### config.mk
export PLATFORM = sky130hd
export DESIGN_NAME = traffic_conflict_monitor_flat
export DESIGN_NICKNAME = d
export VERILOG_FILES = /design/src/rtl/traffic_conflict_monitor_if.sv /design/src/rtl/traffic_conflict_monitor.sv /design/src/flat_wrapper.sv
export SDC_FILE = /design/constraint.sdc
export NUM_CORES = 1
export LEC_CHECK = 0
export CORE_MARGIN = 8
export CORE_UTILIZATION = 59
export CTS_BUF_LIST = sky130_fd_sc_hd__clkbuf_8
export CTS_CLUSTER_SIZE = 16
export DETAILED_ROUTE_END_ITERATION = 16
export GPL_ROUTABILITY_DRIVEN = 0
export PLACE_DENSITY = 0.91
export SYNTH_ARGS = -nofsm -noshare
export SYNTH_HDL_FRONTEND = slang
export SYNTH_SLANG_ARGS = --single-unit
### constraint.sdc
create_clock -name clk -period 3.14 [get_ports clk]
set_clock_uncertainty 0.05 [all_clocks]
set_input_delay 0.785 -clock clk [delete_from_list [all_inputs] [get_ports clk]]
set_output_delay 0.785 -clock clk [all_outputs]
set_load 0.02 [all_outputs]
### src/rtl/traffic_conflict_monitor_if.sv
// Lamp-command bus between the traffic-light controller and the conflict monitor.
// The master drives the commands and fault_clr; the slave (the monitor) drives the lamp outputs and fault status.
interface traffic_conflict_monitor_if;
  logic       ns_r_in;
  logic       ns_y_in;
  logic       ns_g_in;
  logic       ew_r_in;
  logic       ew_y_in;
  logic       ew_g_in;
  logic       fault_clr;
  logic       ns_r;
  logic       ns_y;
  logic       ns_g;
  logic       ew_r;
  logic       ew_y;
  logic       ew_g;
  logic       fault;
  logic [2:0] fault_code;

  modport master (
    output ns_r_in, ns_y_in, ns_g_in, ew_r_in, ew_y_in, ew_g_in, fault_clr,
    input  ns_r, ns_y, ns_g, ew_r, ew_y, ew_g, fault, fault_code
  );

  modport slave (
    input  ns_r_in, ns_y_in, ns_g_in, ew_r_in, ew_y_in, ew_g_in, fault_clr,
    output ns_r, ns_y, ns_g, ew_r, ew_y, ew_g, fault, fault_code
  );
endinterface

### src/rtl/traffic_conflict_monitor.sv
// Safety monitor between the traffic-light controller and the lamp drivers.
// It passes lamps through with one cycle of latency, and on any fault it latches the cause and flashes red.
module traffic_conflict_monitor #(
  parameter int unsigned MIN_YELLOW   = 3,
  parameter int unsigned MAX_DWELL    = 16,
  parameter int unsigned FLASH_PERIOD = 4
) (
  input  logic                        clk,
  input  logic                        rst,
  traffic_conflict_monitor_if.slave   bus
);

  localparam int unsigned DW = $clog2(MAX_DWELL + 1);
  localparam int unsigned YW = $clog2(MIN_YELLOW + 1);
  localparam int unsigned FW = (FLASH_PERIOD > 1) ? $clog2(FLASH_PERIOD) : 1;

  localparam logic [DW-1:0] DWELL_MAX  = DW'(MAX_DWELL);
  localparam logic [DW-1:0] DWELL_ONE  = DW'(1'b1);
  localparam logic [YW-1:0] YEL_MIN    = YW'(MIN_YELLOW);
  localparam logic [YW-1:0] YEL_ONE    = YW'(1'b1);
  localparam logic [FW-1:0] FLASH_LAST = FW'(FLASH_PERIOD - 1);
  localparam logic [FW-1:0] FLASH_ONE  = FW'(1'b1);
  localparam logic [5:0]    ALL_RED    = 6'b100_100;
  localparam logic [5:0]    ALL_DARK   = 6'b000_000;

  localparam logic [2:0] CODE_NONE     = 3'd0;
  localparam logic [2:0] CODE_CONFLICT = 3'd1;
  localparam logic [2:0] CODE_NS_OH    = 3'd2;
  localparam logic [2:0] CODE_EW_OH    = 3'd3;
  localparam logic [2:0] CODE_ILLEGAL  = 3'd4;
  localparam logic [2:0] CODE_SHORT_Y  = 3'd5;
  localparam logic [2:0] CODE_WATCHDOG = 3'd6;

  typedef enum logic [1:0] {
    ST_ARM   = 2'd0,
    ST_RUN   = 2'd1,
    ST_FAULT = 2'd2
  } state_t;

  // Direction triples are {r, y, g}.
  function automatic logic one_hot3(input logic [2:0] v);
    return (v == 3'b100) || (v == 3'b010) || (v == 3'b001);
  endfunction

  // G->R, Y->G and R->Y are the only illegal changes between one-hot samples.
  function automatic logic bad_step(input logic [2:0] p, input logic [2:0] c);
    return (p[0] && c[2]) || (p[1] && c[0]) || (p[2] && c[1]);
  endfunction

  function automatic logic [YW-1:0] ycnt_next(input logic [YW-1:0] cnt, input logic yel);
    if (!yel) begin
      return '0;
    end else if (cnt == YEL_MIN) begin
      return cnt;
    end else begin
      return cnt + YEL_ONE;
    end
  endfunction

  state_t        state_q, state_d;
  logic [5:0]    prev_vec_q, prev_vec_d;
  logic [DW-1:0] dwell_q, dwell_d;
  logic [YW-1:0] ns_ycnt_q, ns_ycnt_d;
  logic [YW-1:0] ew_ycnt_q, ew_ycnt_d;
  logic [FW-1:0] flash_cnt_q, flash_cnt_d;
  logic [5:0]    out_q, out_d;
  logic          fault_q, fault_d;
  logic [2:0]    code_q, code_d;

  logic [5:0]    in_vec_s;
  logic [2:0]    ns_in_s, ew_in_s, ns_prev_s, ew_prev_s;
  logic [2:0]    static_code_s, run_code_s;
  logic          illegal_s, short_y_s, watchdog_s;

  assign in_vec_s  = {bus.ns_r_in, bus.ns_y_in, bus.ns_g_in, bus.ew_r_in, bus.ew_y_in, bus.ew_g_in};
  assign ns_in_s   = in_vec_s[5:3];
  assign ew_in_s   = in_vec_s[2:0];
  assign ns_prev_s = prev_vec_q[5:3];
  assign ew_prev_s = prev_vec_q[2:0];

  assign illegal_s = (one_hot3(ns_prev_s) && one_hot3(ns_in_s) && bad_step(ns_prev_s, ns_in_s)) ||
                     (one_hot3(ew_prev_s) && one_hot3(ew_in_s) && bad_step(ew_prev_s, ew_in_s));
  assign short_y_s = (ns_prev_s[1] && ns_in_s[2] && (ns_ycnt_q < YEL_MIN)) ||
                     (ew_prev_s[1] && ew_in_s[2] && (ew_ycnt_q < YEL_MIN));
  assign watchdog_s = (in_vec_s == prev_vec_q) && (dwell_q == DWELL_MAX);

  // Fault classification; lower codes take priority.
  always_comb begin
    static_code_s = CODE_NONE;
    run_code_s    = CODE_NONE;
    if (!ns_in_s[2] && !ew_in_s[2]) begin
      static_code_s = CODE_CONFLICT;
    end else if (!one_hot3(ns_in_s)) begin
      static_code_s = CODE_NS_OH;
    end else if (!one_hot3(ew_in_s)) begin
      static_code_s = CODE_EW_OH;
    end else begin
      static_code_s = CODE_NONE;
    end
    if (static_code_s != CODE_NONE) begin
      run_code_s = static_code_s;
    end else if (illegal_s) begin
      run_code_s = CODE_ILLEGAL;
    end else if (short_y_s) begin
      run_code_s = CODE_SHORT_Y;
    end else if (watchdog_s) begin
      run_code_s = CODE_WATCHDOG;
    end else begin
      run_code_s = CODE_NONE;
    end
  end

  // Next-state and next-output logic for the ARM/RUN/FAULT sequence.
  always_comb begin
    state_d     = state_q;
    prev_vec_d  = prev_vec_q;
    dwell_d     = dwell_q;
    ns_ycnt_d   = ns_ycnt_q;
    ew_ycnt_d   = ew_ycnt_q;
    flash_cnt_d = flash_cnt_q;
    out_d       = out_q;
    fault_d     = fault_q;
    code_d      = code_q;
    case (state_q)
      ST_ARM: begin
        prev_vec_d = in_vec_s;
        dwell_d    = DWELL_ONE;
        ns_ycnt_d  = ns_in_s[1] ? YEL_ONE : '0;
        ew_ycnt_d  = ew_in_s[1] ? YEL_ONE : '0;
        out_d      = ALL_RED;
        if (static_code_s != CODE_NONE) begin
          state_d     = ST_FAULT;
          fault_d     = 1'b1;
          code_d      = static_code_s;
          flash_cnt_d = '0;
        end else begin
          state_d = ST_RUN;
          fault_d = 1'b0;
          code_d  = CODE_NONE;
        end
      end
      ST_RUN: begin
        if (run_code_s != CODE_NONE) begin
          state_d     = ST_FAULT;
          fault_d     = 1'b1;
          code_d      = run_code_s;
          flash_cnt_d = '0;
          out_d       = ALL_RED;
        end else begin
          prev_vec_d = in_vec_s;
          if (in_vec_s == prev_vec_q) begin
            dwell_d = (dwell_q == DWELL_MAX) ? dwell_q : (dwell_q + DWELL_ONE);
          end else begin
            dwell_d = DWELL_ONE;
          end
          ns_ycnt_d = ycnt_next(ns_ycnt_q, ns_in_s[1]);
          ew_ycnt_d = ycnt_next(ew_ycnt_q, ew_in_s[1]);
          out_d     = in_vec_s;
        end
      end
      ST_FAULT: begin
        if (bus.fault_clr && (static_code_s == CODE_NONE)) begin
          state_d = ST_ARM;
          fault_d = 1'b0;
          code_d  = CODE_NONE;
          out_d   = ALL_RED;
        end else if (flash_cnt_q == FLASH_LAST) begin
          flash_cnt_d = '0;
          out_d       = out_q[5] ? ALL_DARK : ALL_RED;
        end else begin
          flash_cnt_d = flash_cnt_q + FLASH_ONE;
          out_d       = out_q;
        end
      end
      default: begin
        state_d = ST_ARM;
        out_d   = ALL_RED;
        fault_d = 1'b0;
        code_d  = CODE_NONE;
      end
    endcase
  end

  // State and output registers with synchronous reset.
  always_ff @(posedge clk) begin
    if (rst) begin
      state_q     <= ST_ARM;
      prev_vec_q  <= 6'b000_000;
      dwell_q     <= '0;
      ns_ycnt_q   <= '0;
      ew_ycnt_q   <= '0;
      flash_cnt_q <= '0;
      out_q       <= ALL_RED;
      fault_q     <= 1'b0;
      code_q      <= CODE_NONE;
    end else begin
      state_q     <= state_d;
      prev_vec_q  <= prev_vec_d;
      dwell_q     <= dwell_d;
      ns_ycnt_q   <= ns_ycnt_d;
      ew_ycnt_q   <= ew_ycnt_d;
      flash_cnt_q <= flash_cnt_d;
      out_q       <= out_d;
      fault_q     <= fault_d;
      code_q      <= code_d;
    end
  end

  assign bus.ns_r       = out_q[5];
  assign bus.ns_y       = out_q[4];
  assign bus.ns_g       = out_q[3];
  assign bus.ew_r       = out_q[2];
  assign bus.ew_y       = out_q[1];
  assign bus.ew_g       = out_q[0];
  assign bus.fault      = fault_q;
  assign bus.fault_code = code_q;

endmodule

### src/flat_wrapper.sv
// flat-port wrapper written by rule: the top's interface ports become plain ports
module traffic_conflict_monitor_flat 
#(
  parameter int unsigned MIN_YELLOW   = 3,
  parameter int unsigned MAX_DWELL    = 16,
  parameter int unsigned FLASH_PERIOD = 4
)
  (clk, rst, bus_ns_r_in, bus_ns_y_in, bus_ns_g_in, bus_ew_r_in, bus_ew_y_in, bus_ew_g_in, bus_fault_clr, bus_ns_r, bus_ns_y, bus_ns_g, bus_ew_r, bus_ew_y, bus_ew_g, bus_fault, bus_fault_code);
  traffic_conflict_monitor_if bus_i ();
  input  logic clk;
  input  logic rst;
  input wire logic [$bits(bus_i.ns_r_in)-1:0] bus_ns_r_in;
  input wire logic [$bits(bus_i.ns_y_in)-1:0] bus_ns_y_in;
  input wire logic [$bits(bus_i.ns_g_in)-1:0] bus_ns_g_in;
  input wire logic [$bits(bus_i.ew_r_in)-1:0] bus_ew_r_in;
  input wire logic [$bits(bus_i.ew_y_in)-1:0] bus_ew_y_in;
  input wire logic [$bits(bus_i.ew_g_in)-1:0] bus_ew_g_in;
  input wire logic [$bits(bus_i.fault_clr)-1:0] bus_fault_clr;
  output wire logic [$bits(bus_i.ns_r)-1:0] bus_ns_r;
  output wire logic [$bits(bus_i.ns_y)-1:0] bus_ns_y;
  output wire logic [$bits(bus_i.ns_g)-1:0] bus_ns_g;
  output wire logic [$bits(bus_i.ew_r)-1:0] bus_ew_r;
  output wire logic [$bits(bus_i.ew_y)-1:0] bus_ew_y;
  output wire logic [$bits(bus_i.ew_g)-1:0] bus_ew_g;
  output wire logic [$bits(bus_i.fault)-1:0] bus_fault;
  output wire logic [$bits(bus_i.fault_code)-1:0] bus_fault_code;
  assign bus_i.ns_r_in = bus_ns_r_in;
  assign bus_i.ns_y_in = bus_ns_y_in;
  assign bus_i.ns_g_in = bus_ns_g_in;
  assign bus_i.ew_r_in = bus_ew_r_in;
  assign bus_i.ew_y_in = bus_ew_y_in;
  assign bus_i.ew_g_in = bus_ew_g_in;
  assign bus_i.fault_clr = bus_fault_clr;
  assign bus_ns_r = bus_i.ns_r;
  assign bus_ns_y = bus_i.ns_y;
  assign bus_ns_g = bus_i.ns_g;
  assign bus_ew_r = bus_i.ew_r;
  assign bus_ew_y = bus_i.ew_y;
  assign bus_ew_g = bus_i.ew_g;
  assign bus_fault = bus_i.fault;
  assign bus_fault_code = bus_i.fault_code;
  traffic_conflict_monitor #(.MIN_YELLOW(MIN_YELLOW), .MAX_DWELL(MAX_DWELL), .FLASH_PERIOD(FLASH_PERIOD)) u_core (.clk(clk), .rst(rst), .bus(bus_i));
endmodule
-- After elaboration in Yosys (flattened, before gate mapping)
Index checks and enable logic that the tools add are counted.
- flip-flop bits (word level): 29
- input port bits: 9
- $add $sub $neg: 4
- magnitude comparators: 2
- eq/ne operators: 28
- multiplexer cells: 45
- reductions and logical operators: 45
- operator list (kind ; count):
    6-bit two-way mux ; 5
    2-bit two-way mux ; 14
    3-bit two-way mux ; 9
    6-bit case mux with 2 select lines ; 2
    1-bit logical AND ; 17
    5-bit two-way mux ; 3
    1-bit logical OR ; 14
    3-bit by 1-bit equality test with 1-bit output (second input constant) ; 4
    3-bit by 2-bit equality test with 1-bit output (second input constant) ; 4
    3-bit equality test (second input constant) ; 4
    2-bit case mux with 3 select lines ; 2
    5-bit case mux with 2 select lines ; 1
    3-bit != test (second input constant) ; 3
    3-bit case mux with 3 select lines ; 1
    3-bit AND reduction ; 3
    3-bit nonzero test ; 3
    2-bit equality test (second input constant) ; 4
    2-bit case mux with 2 select lines ; 2
    2-bit by 1-bit adder with 2-bit output (second input constant) ; 3
    6-bit equality test ; 1
    2-bit by 1-bit != test with 1-bit output (second input constant) ; 3
    5-bit by 1-bit adder with 5-bit output (second input constant) ; 1
    5-bit equality test (second input constant) ; 1
    1-bit two-way mux ; 5
    11 further kinds ; 15

-- Logic depth before layout (Yosys ltp)
- word-level depth: 11
- gate-level depth with buffers: 10
- depth with buffers taken out: 8

-- Worst setup path after synthesis
No wires, ideal clock.
- kind: in2reg
- start point: input port bus_ns_y_in
- end point: register u_core.out_q[2]
- library setup time: 0.116 ns
- data arrival time: 2.326 ns
- required time: 2.974 ns
- slack: 0.648 ns
- stages: 8
- buffers on the path: 2
- cells stage by stage: buf_6 or3b_1 o32a_1 o21ai_2 buf_4 nor4b_4 o21ai_1 o211a_1
- word-level cells in the longest chain between the ends: 11
- elaborated cells on any way between the ends: 26
- classes of those cells: eq/ne: 5; mux: 9; reduce/logical: 12
- ends and longest elaborated chain (item ; RTL line ; RTL):
    start, declared ; flat_wrapper.sv:13 ; input wire logic [$bits(bus_i.ns_y_in)-1:0] bus_ns_y_in;
    parallel branches: the longest is 11 deep, another holds 6-bit two-way mux ; - ;
    end signal, assigned ; traffic_conflict_monitor.sv:203 ; out_q <= out_d;
    end, declared ; traffic_conflict_monitor.sv:66 ; logic [5:0] out_q, out_d;
Parallel ways; which one is timed is not known.
A chain may end at the register's enable or synchronous reset.

-- Worst setup path in the final report
- start point: input port bus_ew_y_in
- end point: register u_core.code_q[1], in the netlist u_core.bus.fault_code[1]
- word-level cells in the longest chain between the ends: 11
- elaborated cells on any way between the ends: 29
- classes of those cells: eq/ne: 6; mux: 10; reduce/logical: 13
- ends and longest elaborated chain (item ; RTL line ; RTL):
    start, declared ; flat_wrapper.sv:16 ; input wire logic [$bits(bus_i.ew_y_in)-1:0] bus_ew_y_in;
    3-bit equality test / 3-bit by 2-bit equality test with 1-bit output (equally long branches) ; traffic_conflict_monitor.sv:42 ; return (v == 3'b100) || (v == 3'b010) || (v == 3'b001);
    1-bit logical OR (2 in series) ; traffic_conflict_monitor.sv:42 ;
    2-bit two-way mux / 1-bit logical AND (equally long branches) ; traffic_conflict_monitor.sv:95, traffic_conflict_monitor.sv:82 ;
    3-bit two-way mux / 1-bit logical AND (equally long branches) ; traffic_conflict_monitor.sv:93, traffic_conflict_monitor.sv:82 ;
    3-bit two-way mux / 1-bit logical OR (equally long branches) ; traffic_conflict_monitor.sv:91, traffic_conflict_monitor.sv:81 ;
    3-bit nonzero test / 3-bit two-way mux (equally long branches) ; traffic_conflict_monitor.sv:100, traffic_conflict_monitor.sv:131, traffic_conflict_monitor.sv:102 ;
    3-bit two-way mux ; traffic_conflict_monitor.sv:100 ; if (static_code_s != CODE_NONE) begin
    3-bit nonzero test ; traffic_conflict_monitor.sv:143 ; if (run_code_s != CODE_NONE) begin
    2-bit by 1-bit != test with 1-bit output (no line) ; - ;
    2-bit AND reduction (no line) ; - ;
    end signal, assigned ; traffic_conflict_monitor.sv:205 ; code_q <= code_d;
    end, declared ; traffic_conflict_monitor.sv:68 ; logic [2:0] code_q, code_d;
Several ways; a longest one is shown, not always the timed one. The select of a mux whose other input is x is not followed.

==> results.toml <==
[sta]
final_max_slew_viol_count = 0
hold_violations = 0
fmax_mhz = 349
rsz0062_at_grt = "false"
setup-violations-final = 0
tns_ns = 0
period_minus_slack_ns = 2.86
timing.final.crit_share_pct = 91.2
slew_headroom_pct = 50.7
tightest_slew_ns = 0.736

[pwr]
pwr-share-comb_pct = 33.4
p_seq_share_pct = 45.8
total_power_uw = 910
switching_share_pct = 33.1
leakage_nw = 0.825
power.switching_uw = 302
p_int_uw = 609
peakVddDrop_v = 0.000375
power.density_nw_per_um2 = 399
clkPwrFrac_pct = 20.8

[global_route]
grt_max_degree = 15
grt_pass1_vias = 1911
grt_overflow = 0
grt_pass1_wl_mm = 8.72
track_usage_pct = 19.6
grt_antenna_before_repair = 0

[layout]
drive_above_1_share_pct = 11.8
fin_util_pct = 74.1
n_antenna_cell = 0
multi_input_area_um2 = 1220
syn_to_final_growth_pct = 18.0
fill_cells = 240
postLayoutCellArea_um2 = 2280
register_area_um2 = 561
final_cells = 316
nNetsFinal = 292

[floorplan]
die-area_um2 = 5360
core_um2 = 3080
initial_utilization_pct = 62.8
die_width_um = 73.2
row_count = 20
ioPinCount = 19
die_h_um = 73.2

[clocking]
htree_num_levels = 1
cts_tree = "built"
hold_buffers = 0
path_clk_slew_ns = 0.09
ctsRootBufferMaster = "clkbuf_8"
clock_sinks = 28
cts_buffers = 3
clock_latency_ns = 0.27
cts_setup_buffers = 0
cts_resized = 0
clockBufferDepth = 2

[hold_path]
hp-class = "reg -> reg"

[routing]
drt_first_pass_iters = 4
wl_mm = 4.78
antenna_left = 0
avgViaCountPerCell = 6.19
wire_per_inst_um = 15.1
drc_errors = 0
first_iter_violations = 137
vias = 1957

[setup_path]
crit_path_frequent_cell = "buf_4"
startpoint_type = "input pin"
path_cells = "clkdlybuf4s50_1 > buf_4 > nor4bb_1 > o21ai_0 > and4_4 > and3_1 > buf_4 > or3_1 > a21oi_1"
arrival_ns = 3.03
slowest_delay_ns = 0.58
cp-end-kind = "register"
required_ns = 3.30
critPathSlowestCell = "clkdlybuf4s50_1"
crit_type = "in -> reg"
path_max_fanout = 11

[flow_run]
cap_violations = 0

[synthesis]
synth_seq_cells = 28
synth_edf_count = 0
synth_cells = 245
synth.area.top_cells = "dfxtp_1, a21oi_1, ha_1, nand2_1, xnor2_1"
ys_async_sr_fraction_pct = 0
ys_seq_area_share_pct = 29.0
yosysUniqueCellTypes = 52
synth.avg_cell_area_um2 = 7.89
netlist_area_um2 = 1930
synthFlopType = "dfxtp_1"
netlist.area_leader.share_pct = 29.0
synth_warnings = 0
yosysTopAreaCell = "dfxtp_1"
syn_nets = 263

[run_status]
status = "complete, no violations"

[placed_design]
dpl.hpwl_mm = 3.70
portBuffers = 18
place_inst = 313
placed_cell_area_um2 = 2240
-- placed cells by master (no fill, tap or decap), types with 2 or more instances in the layout --
cell type,synthesis,final
a211oi_1,2,2
a21o_1,2,2
a21oi_1,28,28
a22oi_1,2,2
a31oi_1,4,4
buf_4,1,22
clkbuf_8,0,3
clkdlybuf4s50_1,0,18
dfxtp_1,28,28
ha_1,9,9
inv_1,14,14
nand2_1,20,20
nand2b_1,8,8
nand3_1,8,8
nand4_1,10,10
nor2_1,14,14
nor3_1,6,6
nor4_1,2,2
nor4bb_1,5,5
o211a_1,2,2
o21ai_0,10,10
o21ai_1,6,6
o22ai_1,5,5
o32a_1,2,2
o41ai_1,2,2
or3_1,4,4
or3b_1,3,3
or4_1,3,3
xnor2_1,8,8
-- worst max-delay path, delay by kind of cell --
| family | cells | cell delay [ns] |
|---|---|---|
| buf+inv | 3 | 0.96 |
| compound gates | 2 | 0.28 |
| simple gates | 4 | 1.00 |
-- cell families after synthesis --
kind of cell / synth area share [%]
flip-flops: 29.0
AO/OA/AOI/OAI: 24.7
XOR/XNOR: 3.63
adder cells (fa/ha/maj): 5.83
AND/OR/NAND/NOR: 29.3
buffers and inverters: 7.58
-- stage by stage --
step	setup slack, ns	hold WS [ns]
floorplan	0.648	0.396
global route	0.129	0.450
CTS	0.306	0.422
global placement	0.103	0.393
detailed placement	0.0342	0.406
finish	0.276	0.419
-- power by group through the flow --
stage               clock (mW)  sequential, mW  combinational (mW)
floorplan                    0           0.431               0.188
global placement             0           0.424               0.291
detailed placement           0           0.424               0.300
CTS                      0.197           0.416               0.303
global route             0.208           0.422               0.333
finish                   0.189           0.417               0.304
-- flip-flops by register name, summed over array words and instances (netlist names) --
signal and flops:
u_core.flash_cnt_q 2, u_core.ns_ycnt_q 2, u_core.out_q 6, u_core.bus.fault_code 3
u_core.prev_vec_q 6, u_core.state_q 2, u_core.dwell_q 5, u_core.ew_ycnt_q 2
-- layout make-up --
type                       count  area share, %
multi-input combinational    187           53.7
sequential                    28           24.6
timing repair buffer          40           15.1
tap                           44           2.41
inverter                      14           2.31
clock buffer                   3           1.81
-- routing by layer --
layer,vias up,track usage [%],part of all wire (%)
met3,15,4.12,6.5
li1,957,-,-
met4,0,6.00,1.6
met1,910,23.7,43
met2,75,33.6,49
met5,-,0,0
-- synthesized netlist by cell type (3+ instances only) --
| library cell | count |
|---|---|
| xnor2_1 | 8 |
| or3_1 | 4 |
| ha_1 | 9 |
| buf_6 | 3 |
| nand4_1 | 10 |
| a31oi_1 | 4 |
| nor3_1 | 6 |
| clkbuf_1 | 6 |
| or3b_1 | 3 |
| o21ai_0 | 10 |
| inv_1 | 14 |
| o22ai_1 | 5 |
| o21ai_1 | 6 |
| a21oi_1 | 28 |
| nor2_1 | 14 |
| nor4bb_1 | 5 |
| nand2b_1 | 8 |
| nand2_1 | 20 |
| nand3_1 | 8 |
| dfxtp_1 | 28 |
| buf_2 | 6 |
| or4_1 | 3 |
-- worst paths after layout --
path | from | end | slack, ns | cells past startpoint
worst max-delay path | bus_ew_y_in | u_core.bus.fault_code[1] | 0.28 | 9
worst max register to register | u_core.state_q[1] | u_core.dwell_q[2] | 0.84 | 7
worst min register to register | u_core.out_q[1] | u_core.out_q[1] | 0.42 | 2
worst min-delay path | u_core.out_q[1] | u_core.out_q[1] | 0.42 | 2
(Power assumes the default switching activity.)
